--- src/rtl/usb_tx_pkt_if.sv ---
// Request/status handshake between the device controller and the USB packet transmitter.
interface usb_tx_pkt_if;
  logic        tx_start;
  logic [3:0]  tx_pid;
  logic [63:0] tx_data;
  logic [3:0]  tx_nbytes;
  logic        tx_busy;
  logic        tx_done;
  logic        tx_err;

  modport master (
    output tx_start, tx_pid, tx_data, tx_nbytes,
    input  tx_busy, tx_done, tx_err
  );

  modport slave (
    input  tx_start, tx_pid, tx_data, tx_nbytes,
    output tx_busy, tx_done, tx_err
  );
endinterface

--- src/rtl/usb_tx_pkt.sv ---
// USB full-speed device packet transmitter: SYNC, PID, payload, CRC16, bit stuffing,
// NRZI and EOP for handshake and DATA0/DATA1 packets.
module usb_tx_pkt #(
  parameter int unsigned BIT_PERIOD = 8,
  parameter int unsigned MAX_BYTES  = 8
) (
  input  logic          clk,
  input  logic          n_rst,
  usb_tx_pkt_if.slave   tx,
  output logic          tx_oe,
  output logic          d_plus,
  output logic          d_minus
);

  localparam int unsigned   CW       = (BIT_PERIOD > 2) ? $clog2(BIT_PERIOD) : 1;
  localparam logic [CW-1:0] CNT_LAST = CW'(BIT_PERIOD - 1);

  localparam logic [3:0] PID_DATA0 = 4'b0011;
  localparam logic [3:0] PID_DATA1 = 4'b1011;
  localparam logic [3:0] PID_ACK   = 4'b0010;
  localparam logic [3:0] PID_NAK   = 4'b1010;
  localparam logic [3:0] PID_STALL = 4'b1110;

  typedef enum logic [2:0] {IDLE, SYNC, PID, DATA, CRC, EOP_SE0, EOP_J, DONE} state_t;

  state_t        state;
  logic [CW-1:0] cnt;
  logic [3:0]    idx;
  logic [3:0]    byte_cnt;
  logic [3:0]    nbytes_q;
  logic [3:0]    pid_q;
  logic [63:0]   data_sr;
  logic [15:0]   crc;
  logic [2:0]    ones;
  logic          line;
  logic          busy;
  logic          done;
  logic          err;

  logic          req_ok;
  logic          is_data;
  logic [7:0]    pid_byte;
  logic [2:0]    pid_nxt;
  logic          stuff;
  state_t        adv_state;
  logic [3:0]    adv_idx;
  logic [3:0]    adv_byte;
  logic          adv_bit;
  logic          adv_crc;

  assign tx.tx_busy = busy;
  assign tx.tx_done = done;
  assign tx.tx_err  = err;

  function automatic logic [15:0] crc16_step(input logic [15:0] c, input logic b);
    return (c[0] ^ b) ? ((c >> 1) ^ 16'hA001) : (c >> 1);
  endfunction

  always_comb begin
    req_ok = 1'b0;
    unique case (tx.tx_pid)
      PID_ACK, PID_NAK, PID_STALL: req_ok = 1'b1;
      PID_DATA0, PID_DATA1:        req_ok = (32'(tx.tx_nbytes) <= MAX_BYTES);
      default:                     req_ok = 1'b0;
    endcase
  end

  // Position of the next raw bit; a pending stuff bit overrides this and leaves position untouched.
  always_comb begin
    is_data   = (pid_q == PID_DATA0) || (pid_q == PID_DATA1);
    pid_byte  = {~pid_q, pid_q};
    pid_nxt   = idx[2:0] + 3'd1;
    stuff     = (ones == 3'd6) && (state inside {SYNC, PID, DATA, CRC});
    adv_state = state;
    adv_idx   = idx + 4'd1;
    adv_byte  = byte_cnt;
    adv_bit   = 1'b0;
    adv_crc   = 1'b0;
    case (state)
      SYNC: begin
        if (idx != 4'd7) begin
          adv_bit = (idx == 4'd6);
        end else begin
          adv_state = PID;
          adv_idx   = '0;
          adv_bit   = pid_byte[0];
        end
      end
      PID: begin
        if (idx != 4'd7) begin
          adv_bit = pid_byte[pid_nxt];
        end else if (!is_data) begin
          adv_state = EOP_SE0;
          adv_idx   = '0;
        end else if (nbytes_q != 4'd0) begin
          adv_state = DATA;
          adv_idx   = '0;
          adv_byte  = '0;
          adv_bit   = data_sr[0];
          adv_crc   = 1'b1;
        end else begin
          adv_state = CRC;
          adv_idx   = '0;
          adv_bit   = ~crc[0];
        end
      end
      DATA: begin
        if (idx != 4'd7) begin
          adv_bit = data_sr[0];
          adv_crc = 1'b1;
        end else if ((byte_cnt + 4'd1) != nbytes_q) begin
          adv_idx  = '0;
          adv_byte = byte_cnt + 4'd1;
          adv_bit  = data_sr[0];
          adv_crc  = 1'b1;
        end else begin
          adv_state = CRC;
          adv_idx   = '0;
          adv_bit   = ~crc[0];
        end
      end
      CRC: begin
        if (idx != 4'd15) begin
          adv_bit = ~crc[idx + 4'd1];
        end else begin
          adv_state = EOP_SE0;
          adv_idx   = '0;
        end
      end
      EOP_SE0: begin
        if (idx == 4'd1) adv_state = EOP_J;
      end
      EOP_J:   adv_state = DONE;
      default: adv_state = state;
    endcase
  end

  always_ff @(posedge clk or negedge n_rst) begin
    if (!n_rst) begin
      state    <= IDLE;
      cnt      <= '0;
      idx      <= '0;
      byte_cnt <= '0;
      nbytes_q <= '0;
      pid_q    <= '0;
      data_sr  <= '0;
      crc      <= '1;
      ones     <= '0;
      line     <= 1'b1;
      busy     <= 1'b0;
      done     <= 1'b0;
      err      <= 1'b0;
      tx_oe    <= 1'b0;
      d_plus   <= 1'b1;
      d_minus  <= 1'b0;
    end else begin
      done <= 1'b0;
      err  <= 1'b0;
      case (state)
        IDLE: begin
          if (tx.tx_start) begin
            if (req_ok) begin
              state    <= SYNC;
              pid_q    <= tx.tx_pid;
              data_sr  <= tx.tx_data;
              nbytes_q <= tx.tx_nbytes;
              cnt      <= '0;
              idx      <= '0;
              byte_cnt <= '0;
              crc      <= '1;
              ones     <= '0;
              busy     <= 1'b1;
              tx_oe    <= 1'b1;
              // First SYNC bit is a raw 0: toggle from J to K.
              line     <= 1'b0;
              d_plus   <= 1'b0;
              d_minus  <= 1'b1;
            end else begin
              err <= 1'b1;
            end
          end
        end
        DONE: state <= IDLE;
        default: begin
          if (cnt != CNT_LAST) begin
            cnt <= cnt + 1'b1;
          end else begin
            cnt <= '0;
            if (stuff) begin
              ones    <= '0;
              line    <= ~line;
              d_plus  <= ~line;
              d_minus <= line;
            end else begin
              state    <= adv_state;
              idx      <= adv_idx;
              byte_cnt <= adv_byte;
              case (adv_state)
                EOP_SE0: begin
                  d_plus  <= 1'b0;
                  d_minus <= 1'b0;
                end
                EOP_J: begin
                  line    <= 1'b1;
                  d_plus  <= 1'b1;
                  d_minus <= 1'b0;
                end
                DONE: begin
                  tx_oe <= 1'b0;
                  busy  <= 1'b0;
                  done  <= 1'b1;
                end
                default: begin
                  ones    <= adv_bit ? ones + 3'd1 : '0;
                  line    <= adv_bit ? line : ~line;
                  d_plus  <= adv_bit ? line : ~line;
                  d_minus <= adv_bit ? ~line : line;
                  if (adv_crc) begin
                    crc     <= crc16_step(crc, adv_bit);
                    data_sr <= {1'b0, data_sr[63:1]};
                  end
                end
              endcase
            end
          end
        end
      endcase
    end
  end

endmodule

--- src/flat_wrapper.sv ---
// flat-port wrapper written by rule: the top's interface ports become plain ports
module usb_tx_pkt_flat 
#(
  parameter int unsigned BIT_PERIOD = 8,
  parameter int unsigned MAX_BYTES  = 8
)
  (clk, n_rst, tx_oe, d_plus, d_minus, tx_tx_start, tx_tx_pid, tx_tx_data, tx_tx_nbytes, tx_tx_busy, tx_tx_done, tx_tx_err);
  usb_tx_pkt_if tx_i ();
  input  logic clk;
  input  logic n_rst;
  output logic tx_oe;
  output logic d_plus;
  output logic d_minus;
  input wire logic [$bits(tx_i.tx_start)-1:0] tx_tx_start;
  input wire logic [$bits(tx_i.tx_pid)-1:0] tx_tx_pid;
  input wire logic [$bits(tx_i.tx_data)-1:0] tx_tx_data;
  input wire logic [$bits(tx_i.tx_nbytes)-1:0] tx_tx_nbytes;
  output wire logic [$bits(tx_i.tx_busy)-1:0] tx_tx_busy;
  output wire logic [$bits(tx_i.tx_done)-1:0] tx_tx_done;
  output wire logic [$bits(tx_i.tx_err)-1:0] tx_tx_err;
  assign tx_i.tx_start = tx_tx_start;
  assign tx_i.tx_pid = tx_tx_pid;
  assign tx_i.tx_data = tx_tx_data;
  assign tx_i.tx_nbytes = tx_tx_nbytes;
  assign tx_tx_busy = tx_i.tx_busy;
  assign tx_tx_done = tx_i.tx_done;
  assign tx_tx_err = tx_i.tx_err;
  usb_tx_pkt #(.BIT_PERIOD(BIT_PERIOD), .MAX_BYTES(MAX_BYTES)) u_core (.clk(clk), .n_rst(n_rst), .tx(tx_i), .tx_oe(tx_oe), .d_plus(d_plus), .d_minus(d_minus));
endmodule
--- config.mk ---
export PLATFORM = sky130hd
export DESIGN_NAME = usb_tx_pkt_flat
export DESIGN_NICKNAME = d
export VERILOG_FILES = /design/src/rtl/usb_tx_pkt_if.sv /design/src/rtl/usb_tx_pkt.sv /design/src/flat_wrapper.sv
export SDC_FILE = /design/constraint.sdc
export NUM_CORES = 1
export LEC_CHECK = 0
export CAP_MARGIN = 30
export CELL_PAD_IN_SITES_DETAIL_PLACEMENT = 0
export CELL_PAD_IN_SITES_GLOBAL_PLACEMENT = 1
export CORE_ASPECT_RATIO = 1.1
export CORE_MARGIN = 1.5
export CORE_UTILIZATION = 40
export CTS_BUF_LIST = sky130_fd_sc_hd__clkbuf_2 sky130_fd_sc_hd__clkbuf_4 sky130_fd_sc_hd__clkbuf_8
export DETAILED_ROUTE_END_ITERATION = 10
export HOLD_SLACK_MARGIN = 0.03
export PLACE_DENSITY_LB_ADDON = 0.1
export SYNTH_ARGS = -nofsm -noshare
export SYNTH_HDL_FRONTEND = slang
export SYNTH_SLANG_ARGS = --single-unit
--- constraint.sdc ---
create_clock -name clk -period 3.3 [get_ports clk]
set_input_delay 0.825 -clock clk [delete_from_list [all_inputs] [get_ports clk]]
set_output_delay 0.825 -clock clk [all_outputs]
set_load 0.05 [all_outputs]
### Word-level counts from Yosys, hierarchy flattened

Index checks and enable logic that the tools add are counted.
Widths: inputs -> output; s select.

| storage, ports and cells | value |
|---|---|
| bits in registers | 111 |
| input port bits | 75 |

| operators by class | value |
|---|---|
| equality and inequality tests | 39 |
| bitwise logic cells | 7 |
| add/sub/neg operators | 5 |
| mux-type cells | 103 |
| reduce and logical (&&, ||, !) cells | 25 |
| order comparisons | 3 |

Operators by type and width:

| cell | count |
|---|---|
| $mux 64 | 6 |
| $pmux 64 s2 | 1 |
| $mux 16 | 7 |
| $mux 3 | 19 |
| $mux 4 | 13 |
| $mux 1 | 36 |
| $pmux 16 s2 | 1 |
| $pmux 4 s2 | 4 |
| $eq 3x3->1 const B | 8 |
| $ne 3x3->1 const B | 7 |
| $reduce_and 5->1 | 4 |
| $pmux 3 s2 | 3 |
| $pmux 3 s6 | 1 |
| $eq 4x4->1 const B | 4 |
| $pmux 1 s2 | 8 |
| $eq 4x2->1 const B | 3 |
| $reduce_and 11->1 | 1 |
| $add 3x1->3 const B | 3 |
| $reduce_or 3->1 | 3 |
| $add 4x1->4 const B | 2 |
| $reduce_bool 4->1 | 2 |
| $reduce_or 2->1 | 4 |
| $reduce_and 7->1 | 1 |
| $eq 3x2->1 const B | 2 |
| other kinds (29) | 39 |

### Longest topological paths before layout

Gate-level depths: netlist of the first run.

| logic depth | value |
|---|---|
| depth in word-level cells | 13 |
| gate-level depth with buffers | 12 |
| depth with buffers taken out | 10 |

### Worst setup path before layout of the first run

Ideal clock, no wire load.

| timing | value |
|---|---|
| kind | input-to-reg |
| start | input tx_tx_nbytes[0] |
| end | register u_core.ones[2] |
| path slack | 0.731 ns |
| arrival | 2.451 ns |
| data required time | 3.182 ns |
| stages on the path | 8 |
| buffers on the path | 0 |
| cells stage by stage | o311ai_0 > o2111a_1 > a21oi_1 > or2_2 > a21oi_1 > o311ai_1 > o21bai_1 > a21o_1 |

| between the ends | value |
|---|---|
| word-level cells in the longest chain between the ends | 4 |

RTL lines:

| what | line | RTL |
|---|---|---|
| start, declared | flat_wrapper.sv:17 | `input wire logic [$bits(tx_i.tx_nbytes)-1:0] tx_tx_nbytes;` |
| $le 4x4->1 | usb_tx_pkt.sv:63 | `PID_DATA0, PID_DATA1: req_ok = (32'(tx.tx_nbytes) <= MAX_BYTES);` |
| $pmux 1 s2 | usb_tx_pkt.sv:61 | `unique case (tx.tx_pid)` |
| $ne 2x1->1 (no source line) | n/a |  |
| $reduce_and 5->1 (no source line) | n/a |  |
| end signal, assigned | usb_tx_pkt.sv:214 | `ones <= adv_bit ? ones + 3'd1 : '0;` |
| end, declared | usb_tx_pkt.sv:34 | `logic [2:0] ones;` |

Every way passes these cells.
A chain may end at the register's enable or synchronous reset.

### Worst setup path after layout of the first run

Same ends and word-level chain as after synthesis.

==> run summary, run 1 <==
PostCTS Resize Cnt = 0
Syn nets = 739
Slew margin rel. = 46.3%
Antenna diode count = 0
Met2 wire length = 6150 um
Status = finished, final reports clean
Layout cells sized above 1 = 10.8%
ANT nets after route = 0
Mux cell area share after synthesis = 4.72%
Max Cap Viol = 0
Yosys cell types = 64
DRT met1 WL = 5870 um
Number of remaining DRC errors = 0
Core Box Area = 14000 um2
Final Hold Fails = 0
Drt first pass iters = 4
CP delay by family, top = compound AO/OA/AOI/OAI gates
DR top layer = met4
Main combinational cell family by area after synthesis = simple AND/OR/NAND/NOR gates
Latest clock arrival within the worst-skew pair = 0.39 ns
Clk_skew = 0.0138 ns
Synth Area in XOR/XNOR = 1.75%
Worst path required time = 3.58 ns
H-tree Lvls = 3
Initial drt markers = 305
Fin crit period = 2.88 ns
WHS = 0.333 ns
RSZ-0062 raised after global routing = false
GRT Overall Usage = 17.8%
GRT Residual Overflow = 0
Final Cell Area = 6980 um2
Multi-input gate area = 2690 um2
Primary FF master, synth = dfrtp_1
Hold buffer count at CTS = 0
Pwr dens = 340 nW/um2
Post-synthesis sequential area ratio = 48.5%
Via count of the first global-routing pass = 4627
Post-CTS setup buffer count = 0
FP Rows = 45
RD Place Congestion = 0.815
Worst Tran Pin Value = 0.806 ns
DRT Wirelength = 12600 um
Routed via count = 4728
Worst VDD drop = 0.159 mV
Synth Area in Adders = 1.73%
Layout area overhead = 20.9%
Die Y = 129 um
Yosys warning count = 0
Worst R2R Setup Slack = 0.55 ns
Worst Hold Class = input port to async pin
Largest net degree at the start of global routing = 86
Worst-path maximum fanout = 6
Dpl cell area = 6760 um2
CTS buffer count = 9
Worst EP arrival = 3.16 ns
Crit path cell chain = clkdlybuf4s50_1 -> o311ai_0 -> o2111a_1 -> a21oi_1 -> or2_2 -> a21oi_1 -> o311ai_1 -> o21bai_1 -> a21o_1
Post-synth EDFFs = 0
# fillers = 1428
CTS max path bufs = 2
Initial antenna violation count = 0
First-pass GRT wire length = 22000 um
CTS tree = built
Cell Area, Synth = 5780 um2
Final setup TNS = 0 ns
Nets = 800
Clock sink total = 111
Average cell area after synthesis = 8.81 um2
DR vias/cell = 5.20
CP dominant cell by count = a21oi_1
Crit end category = flip-flop
CP Class = input port to flip-flop
Register area = 2800 um2
Initial core utilization = 41.4%
Clock root cell = clkbuf_8
Critical path's slowest cell = clkdlybuf4s50_1
Ys async rst share = 100%
IO Pins = 81
Wirelength per Cell = 13.8 um
Max-slew violation count = 0
Buffers on Ports = 80
CP peak stage delay = 0.43 ns
Synth Instances = 656
Leakage = 2.89 nW
Seq cells post-synth = 111
Fmax = 347 MHz
Met3 wire len = 399 um
Die Wd = 118 um
CP startpoint kind = input port
Die area = 15200 um2
CTS clk-pin slew, worst paths = 0.10 ns
Final setup viols = 0
Synth Area in Compound Gates = 15.9%
Buf+Inv Stages, Crit Path = 1
Simple-Gate Fraction of Synth Area = 22.3%
Hpwl dp = 8790 um
Tcrit/Tclk final = 87.4%
-- report_power, final --
group,internal (mW),switching (mW)
logic,0.0801,0.0420
clock network,0.428,0.466
registers,1.36,0
-- logic make-up (layout without fill, tap and decap cells) --
family          count (synthesis)  count (layout)
compound gates                142             142
xor+xnor                       10              10
fa+ha+maj                       8               8
buf+inv                        58             124
flops                         111             111
mux                            18              18
simple gates                  309             309
-- path summary, 6_finish.rpt --
check	from	to	depth (start not counted)
worst min-delay path	n_rst	u_core.data_sr[38]	1
worst min register to register	u_core.byte_cnt[3]	u_core.byte_cnt[3]	1
worst max-delay path	tx_tx_nbytes[0]	u_core.ones[2]	9
max in group asynchronous	n_rst	u_core.crc[8]	2
min in group clk	u_core.byte_cnt[3]	u_core.byte_cnt[3]	1
worst max register to register	u_core.idx[0]	u_core.line	10
-- cells in the mapped netlist (5+ instances only) --
cell type	count	area, um2
o21ai_0	20	100
a21oi_1	23	115
nor3_1	5	25.0
nor2_1	118	443
nand2_1	148	556
inv_1	12	45.0
nand3_1	8	40.0
clkbuf_1	23	86.3
buf_2	15	75.1
mux2_2	8	90.1
a31oi_1	65	407
xnor2_1	5	43.8
ha_1	8	100
dfrtp_1	93	2330
dfstp_2	18	473
-- final cells by class --
cell class	count	area share, %
Clock buffer	13	2.47
Clock inverter	3	0.681
Inverter	12	0.645
Multi-Input combinational cell	487	38.5
Sequential cell	111	40.1
Tap cell	188	3.37
Timing Repair Buffer	96	14.2
-- cells in the final DEF (no fill, tap or decap), drive strengths merged, types with 2 or more instances in the layout --
| master | n |
|---|---|
| o21ai | 21 |
| o311ai | 2 |
| buf | 17 |
| xor2 | 4 |
| a21oi | 25 |
| o31ai | 4 |
| nand3b | 2 |
| mux2 | 9 |
| nand2b | 4 |
| nor2b | 2 |
| nand3 | 9 |
| or4 | 2 |
| a31oi | 65 |
| a22o | 4 |
| and3 | 3 |
| a211oi | 2 |
| nand2 | 149 |
| or2 | 4 |
| nand4 | 3 |
| a32oi | 2 |
| o21a | 2 |
| mux2i | 4 |
| dfstp | 18 |
| nor3 | 6 |
| clkbuf | 13 |
| clkdlybuf4s50 | 79 |
| dfrtp | 93 |
| o22ai | 2 |
| nor2 | 118 |
| ha | 8 |
| mux4 | 5 |
| inv | 14 |
| and2 | 2 |
| a21o | 3 |
| o32a | 2 |
| xnor2 | 5 |
-- routing by layer --
metal  vias up  global-route usage [%]
li1       2377                       -
met1      2255                    22.6
met2        85                    30.4
met3        11                    2.73
met4         0                    7.96
met5         -                       0
-- metrics by stage --
stage / power (mW) / cells / worst slack (ns) / utilization, %
5_1_grt: 2.49 / 910 / 0.212 / 50.0
2_1_floorplan: 1.39 / 656 / 0.731 / -
3_3_place_gp: 1.51 / 894 / 0.0796 / 48.4
6_report: 2.38 / 910 / 0.415 / 50.0
4_1_cts: 2.42 / 910 / 0.463 / 50.0
3_5_place_dp: 1.51 / 894 / 0.0458 / 48.4
-- registers in the layout, indices dropped and copies added (netlist names) --
register and count:
u_core.state 3, u_core.data_sr 64, u_core.tx_oe 1, u_core.cnt 3, u_core.idx 4, u_core.tx.tx_done 1, u_core.ones 3, u_core.d_minus 1
u_core.pid_q 4, u_core.nbytes_q 4, u_core.crc 16, u_core.line 1, u_core.d_plus 1, u_core.byte_cnt 4, u_core.tx.tx_err 1
(Power assumes the default switching activity.)
==> run 2, diff against run 1 <==
--- a/config.mk
+++ b/config.mk
@@ -5,11 +5,12 @@
 export SDC_FILE = /design/constraint.sdc
 export NUM_CORES = 1
 export LEC_CHECK = 0
+export ABC_CLOCK_PERIOD_IN_PS = 3300
 export CAP_MARGIN = 30
 export CELL_PAD_IN_SITES_DETAIL_PLACEMENT = 0
 export CELL_PAD_IN_SITES_GLOBAL_PLACEMENT = 1
 export CORE_ASPECT_RATIO = 1.1
-export CORE_MARGIN = 1.5
+export CORE_MARGIN = 3
 export CORE_UTILIZATION = 40
 export CTS_BUF_LIST = sky130_fd_sc_hd__clkbuf_2 sky130_fd_sc_hd__clkbuf_4 sky130_fd_sc_hd__clkbuf_8
 export DETAILED_ROUTE_END_ITERATION = 10
==> run summary, run 2 (synthesis gave the netlist of run 1 again) <==
Multi-input gate area = 2690 um2
CP peak stage delay = 0.42 ns
Register area = 2800 um2
Via count of the first global-routing pass = 4581
Initial antenna violation count = 0
Worst path required time = 3.57 ns
Die area = 15900 um2
Dpl cell area = 6730 um2
FP Rows = 45
Antenna diode count = 0
Critical path's slowest cell = clkdlybuf4s50_1
PostCTS Resize Cnt = 0
RSZ-0062 raised after global routing = false
Max-slew violation count = 0
CP Class = input port to flip-flop
Nets = 799
Post-layout util = 49.6%
Biggest register = u_core.data_sr
Max FFs per register = 64
Leakage = 2.87 nW
CTS clk-pin slew, worst paths = 0.10 ns
ANT nets after route = 0
Biggest regs = u_core.data_sr (64), u_core.crc (16)
Final setup viols = 0
GRT Overall Usage = 16.8%
CP dominant cell by count = a21oi_1
Final Hold Fails = 0
CTS buffer count = 9
CP startpoint kind = input port
DRT Wirelength = 12800 um
Die Wd = 121 um
Die Y = 132 um
Fin crit period = 2.79 ns
Most common cell after layout, fill and taps aside = nand2_1
Worst R2R Setup Slack = 0.64 ns
Core Box Area = 14000 um2
DR vias/cell = 5.17
Hpwl dp = 8910 um
Final setup TNS = 0 ns
Status = finished, final reports clean
Hold buffer count at CTS = 0
H-tree Lvls = 3
GRT Residual Overflow = 0
Initial drt markers = 288
RD Place Congestion = 0.762
First-pass GRT wire length = 22200 um
Pwr dens = 335 nW/um2
Layout area overhead = 20.0%
Crit end category = flip-flop
Post-CTS setup buffer count = 0
Worst EP arrival = 3.06 ns
Worst Hold Class = input port to async pin
Crit path cell chain = clkdlybuf4s50_1 -> o311ai_0 -> o2111a_1 -> a21oi_1 -> or2_2 -> a21oi_1 -> o311ai_1 -> o21bai_1 -> a21o_1
Worst VDD drop = 0.160 mV
CTS max path bufs = 2
Commonest non-fill, non-tap cells in the layout = 148 x nand2_1, 118 x nor2_1, 93 x dfrtp_1, 79 x clkdlybuf4s50_1, 65 x a31oi_1
Tcrit/Tclk final = 84.6%
Max Cap Viol = 0
Buffers on Ports = 80
Drt first pass iters = 5
Initial core utilization = 41.4%
Worst-path maximum fanout = 6
Clock root cell = clkbuf_8
PnR worst setup slack = 0.509 ns
Slew margin rel. = 56.6%
CTS tree = built
Number of remaining DRC errors = 0
Fmax = 358 MHz
WHS = 0.329 ns
Clock sink total = 111
Routed via count = 4703
Place WS = 0.0723 ns
Clk_skew = 0.0151 ns
Latest clock arrival within the worst-skew pair = 0.38 ns
Layout cells sized above 1 = 10.7%
# fillers = 1399
Worst Tran Pin Value = 0.640 ns
Wirelength per Cell = 14.1 um
Largest net degree at the start of global routing = 90
Final Cell Area = 6930 um2
IO Pins = 81
[run 2: cell types whose count changed in the layout (fill, tap and decap cells not counted)]
cell	change
buf_12	-2
clkbuf_8	-2
clkinv_2	+2
buf_4	+1
clkinvlp_4	+1
inv_6	-1
[run 2: final timing paths]
| check | startpoint | endpoint | depth (start not counted) |
|---|---|---|---|
| setup reg to reg | u_core.idx[0] | u_core.line | 10 |
| min in group clk | u_core.byte_cnt[3] | u_core.byte_cnt[3] | 1 |
| hold reg to reg | u_core.byte_cnt[3] | u_core.byte_cnt[3] | 1 |
| max in group asynchronous | n_rst | u_core.crc[8] | 2 |
| hold / removal | n_rst | u_core.data_sr[38] | 1 |
| setup / recovery | tx_tx_nbytes[0] | u_core.ones[2] | 9 |
[run 2: critical path, delay by kind of cell]
kind | cells | cell delay (ns)
AO/OA/AOI/OAI | 7 | 1.49
buffers and inverters | 1 | 0.42
AND/OR/NAND/NOR | 1 | 0.32
[run 2: metal layers]
layer	up-vias	share of wire, %	track usage, %
met5	-	0	0
met4	0	1.7	5.54
met3	15	3.8	2.75
met2	86	49	28.0
met1	2235	46	22.2
li1	2367	-	-
[run 2: power by group]
group	total [mW]	switching (mW)	internal [mW]
Clock	0.839	0.458	0.381
Combinational	0.123	0.0424	0.0810
Sequential	1.36	0	1.36
[run 2: through the flow]
| step | instances | power, mW |
|---|---|---|
| 2_1_floorplan | 656 | 1.39 |
| 4_1_cts | 909 | 2.37 |
| 5_1_grt | 909 | 2.44 |
| 3_3_place_gp | 893 | 1.51 |
| 3_5_place_dp | 893 | 1.51 |
| 6_report | 909 | 2.32 |
[run 2: cell type report]
| cell class | count | area share, % |
|---|---|---|
| inverter | 12 | 0.650 |
| clock buffer | 11 | 2.09 |
| tap | 188 | 3.39 |
| sequential | 111 | 40.4 |
| timing repair buffer | 95 | 13.9 |
| clock inverter | 5 | 0.812 |
| multi-input combinational | 487 | 38.8 |
==> run 3, diff against run 2 <==
--- a/config.mk
+++ b/config.mk
@@ -5,7 +5,7 @@
 export SDC_FILE = /design/constraint.sdc
 export NUM_CORES = 1
 export LEC_CHECK = 0
-export ABC_CLOCK_PERIOD_IN_PS = 3300
+export ABC_CLOCK_PERIOD_IN_PS = 2850
 export CAP_MARGIN = 30
 export CELL_PAD_IN_SITES_DETAIL_PLACEMENT = 0
 export CELL_PAD_IN_SITES_GLOBAL_PLACEMENT = 1
==> constraint.sdc (replaced) <==
create_clock -name clk -period 2.85 [get_ports clk]
set_input_delay 0.7125 -clock clk [delete_from_list [all_inputs] [get_ports clk]]
set_output_delay 0.7125 -clock clk [all_outputs]
set_load 0.05 [all_outputs]
==> run summary, run 3 (synthesis gave the netlist of run 1 again) <==
Worst setup path startpoint = u_core.idx[0]
Max Cap Viol = 0
Number of remaining DRC errors = 0
Reg2reg end = u_core.line
Die Y = 132 um
Worst Reg-to-Reg Cells = 9
Routed via count = 4785
ANT nets after route = 0
Leakage = 2.94 nW
CTS buffer count = 9
Commonest non-fill, non-tap cells in the layout = 148 x nand2_1, 117 x nor2_1, 93 x dfrtp_1, 79 x clkdlybuf4s50_1, 65 x a31oi_1
Initial drt markers = 311
CP startpoint kind = flip-flop
DR vias/cell = 5.22
Layout cells sized above 1 = 11.9%
CTS max path bufs = 2
Crit end category = flip-flop
PnR worst setup slack = 0.181 ns
Biggest regs = u_core.data_sr (64), u_core.crc (16)
Fin crit period = 2.67 ns
Tcrit/Tclk final = 93.7%
Clock root cell = clkbuf_8
Critical R2R Launch = u_core.idx[0]
Hpwl dp = 9210 um
Max FFs per register = 64
Final Cell Area = 7060 um2
Worst R2R Setup Slack = 0.18 ns
Worst VDD drop = 0.180 mV
Die area = 15900 um2
Clock sink total = 111
First-pass GRT wire length = 22300 um
Biggest register = u_core.data_sr
Wirelength per Cell = 14.3 um
CTS clk-pin slew, worst paths = 0.10 ns
Worst Hold Class = input port to async pin
CP Class = flip-flop to flip-flop
GRT Overall Usage = 16.9%
Layout area overhead = 22.3%
Pwr dens = 398 nW/um2
Largest net degree at the start of global routing = 56
Drt first pass iters = 4
Clk_skew = 0.0139 ns
Dpl cell area = 6820 um2
RD Place Congestion = 0.778
Die Wd = 121 um
Worst EP arrival = 2.99 ns
Final setup viols = 0
Latest clock arrival within the worst-skew pair = 0.38 ns
Core Box Area = 14000 um2
GRT Residual Overflow = 0
Initial core utilization = 41.4%
DRT Wirelength = 13100 um
Overall power = 2.81 mW
Hold buffer count at CTS = 0
Initial antenna violation count = 0
Fmax = 375 MHz
Final Hold Fails = 0
Worst path required time = 3.17 ns
Most common cell after layout, fill and taps aside = nand2_1
Antenna diode count = 0
Worst-path maximum fanout = 11
# fillers = 1397
H-tree Lvls = 3
Max-slew violation count = 0
RSZ-0062 raised after global routing = false
Buffers on Ports = 80
Slew margin rel. = 61.6%
FP Rows = 45
Nets = 807
Via count of the first global-routing pass = 4620
CTS tree = built
Worst Tran Pin Value = 0.576 ns
IO Pins = 81
Post-layout util = 50.6%
Final setup TNS = 0 ns
Status = finished, final reports clean
Place WS = -0.243 ns
==> run 3: layout make-up <==
class | instances | area (um2) | share of cell area (%)
Timing Repair Buffer | 103 | 1050 | 14.8
Clock inverter | 4 | 77.6 | 1.10
Clock buffer | 12 | 159 | 2.25
Sequential cell | 111 | 2800 | 39.6
Multi-Input combinational cell | 487 | 2700 | 38.2
Inverter | 12 | 45.0 | 0.638
Tap cell | 188 | 235 | 3.33
==> run 3: where the power goes <==
part	internal (mW)	leakage [nW]	switching, mW
Clock	0.557	0.120	0.538
Sequential	1.58	1.46	0
Combinational	0.0947	1.35	0.0490
Total	2.23	2.94	0.587
==> run 3: how the worst max path moves through the flow <==
stage	endpoint	slack [ns]	cells after the start
6_report	u_core.line	0.18	9
2_1_floorplan	u_core.line	0.33	11
4_1_cts	u_core.data_sr[27]	0.16	10
5_1_grt	u_core.ones[0]	0.03	10
3_3_place_gp	u_core.line	-0.18	8
3_5_place_dp	u_core.data_sr[20]	-0.24	10
==> run 3: layer usage <==
metal | up-vias | share of wire (%) | GRT usage [%]
li1 | 2384 | - | -
met4 | 0 | 0.71 | 5.35
met2 | 79 | 49 | 28.1
met5 | - | 0 | 0
met3 | 8 | 3.8 | 2.79
met1 | 2314 | 47 | 22.7
==> run 3: timing repair <==
item / in CTS / in global routing
setup endpoints to repair: 0 / 10
gates resized for setup: 0 / 3
buffers inserted: 0 / 0
==> run 3: stage by stage <==
step / std cells / hold WS [ns]
5_1_grt: 917 / 0.318
4_1_cts: 917 / 0.306
3_3_place_gp: 901 / 0.484
3_5_place_dp: 901 / 0.492
2_1_floorplan: 656 / 0.417
6_report: 917 / 0.292
==> run 3: worst max-delay path, cell delays in order, from the launching register on <==
cell	delay (ns)
dfrtp_1	0.44
ha_1	0.19
nand3b_1	0.34
or4_1	0.59
o21ai_1	0.17
a41oi_2	0.07
nand3_4	0.15
mux2_4	0.32
a21oi_2	0.17
o32a_1	0.17
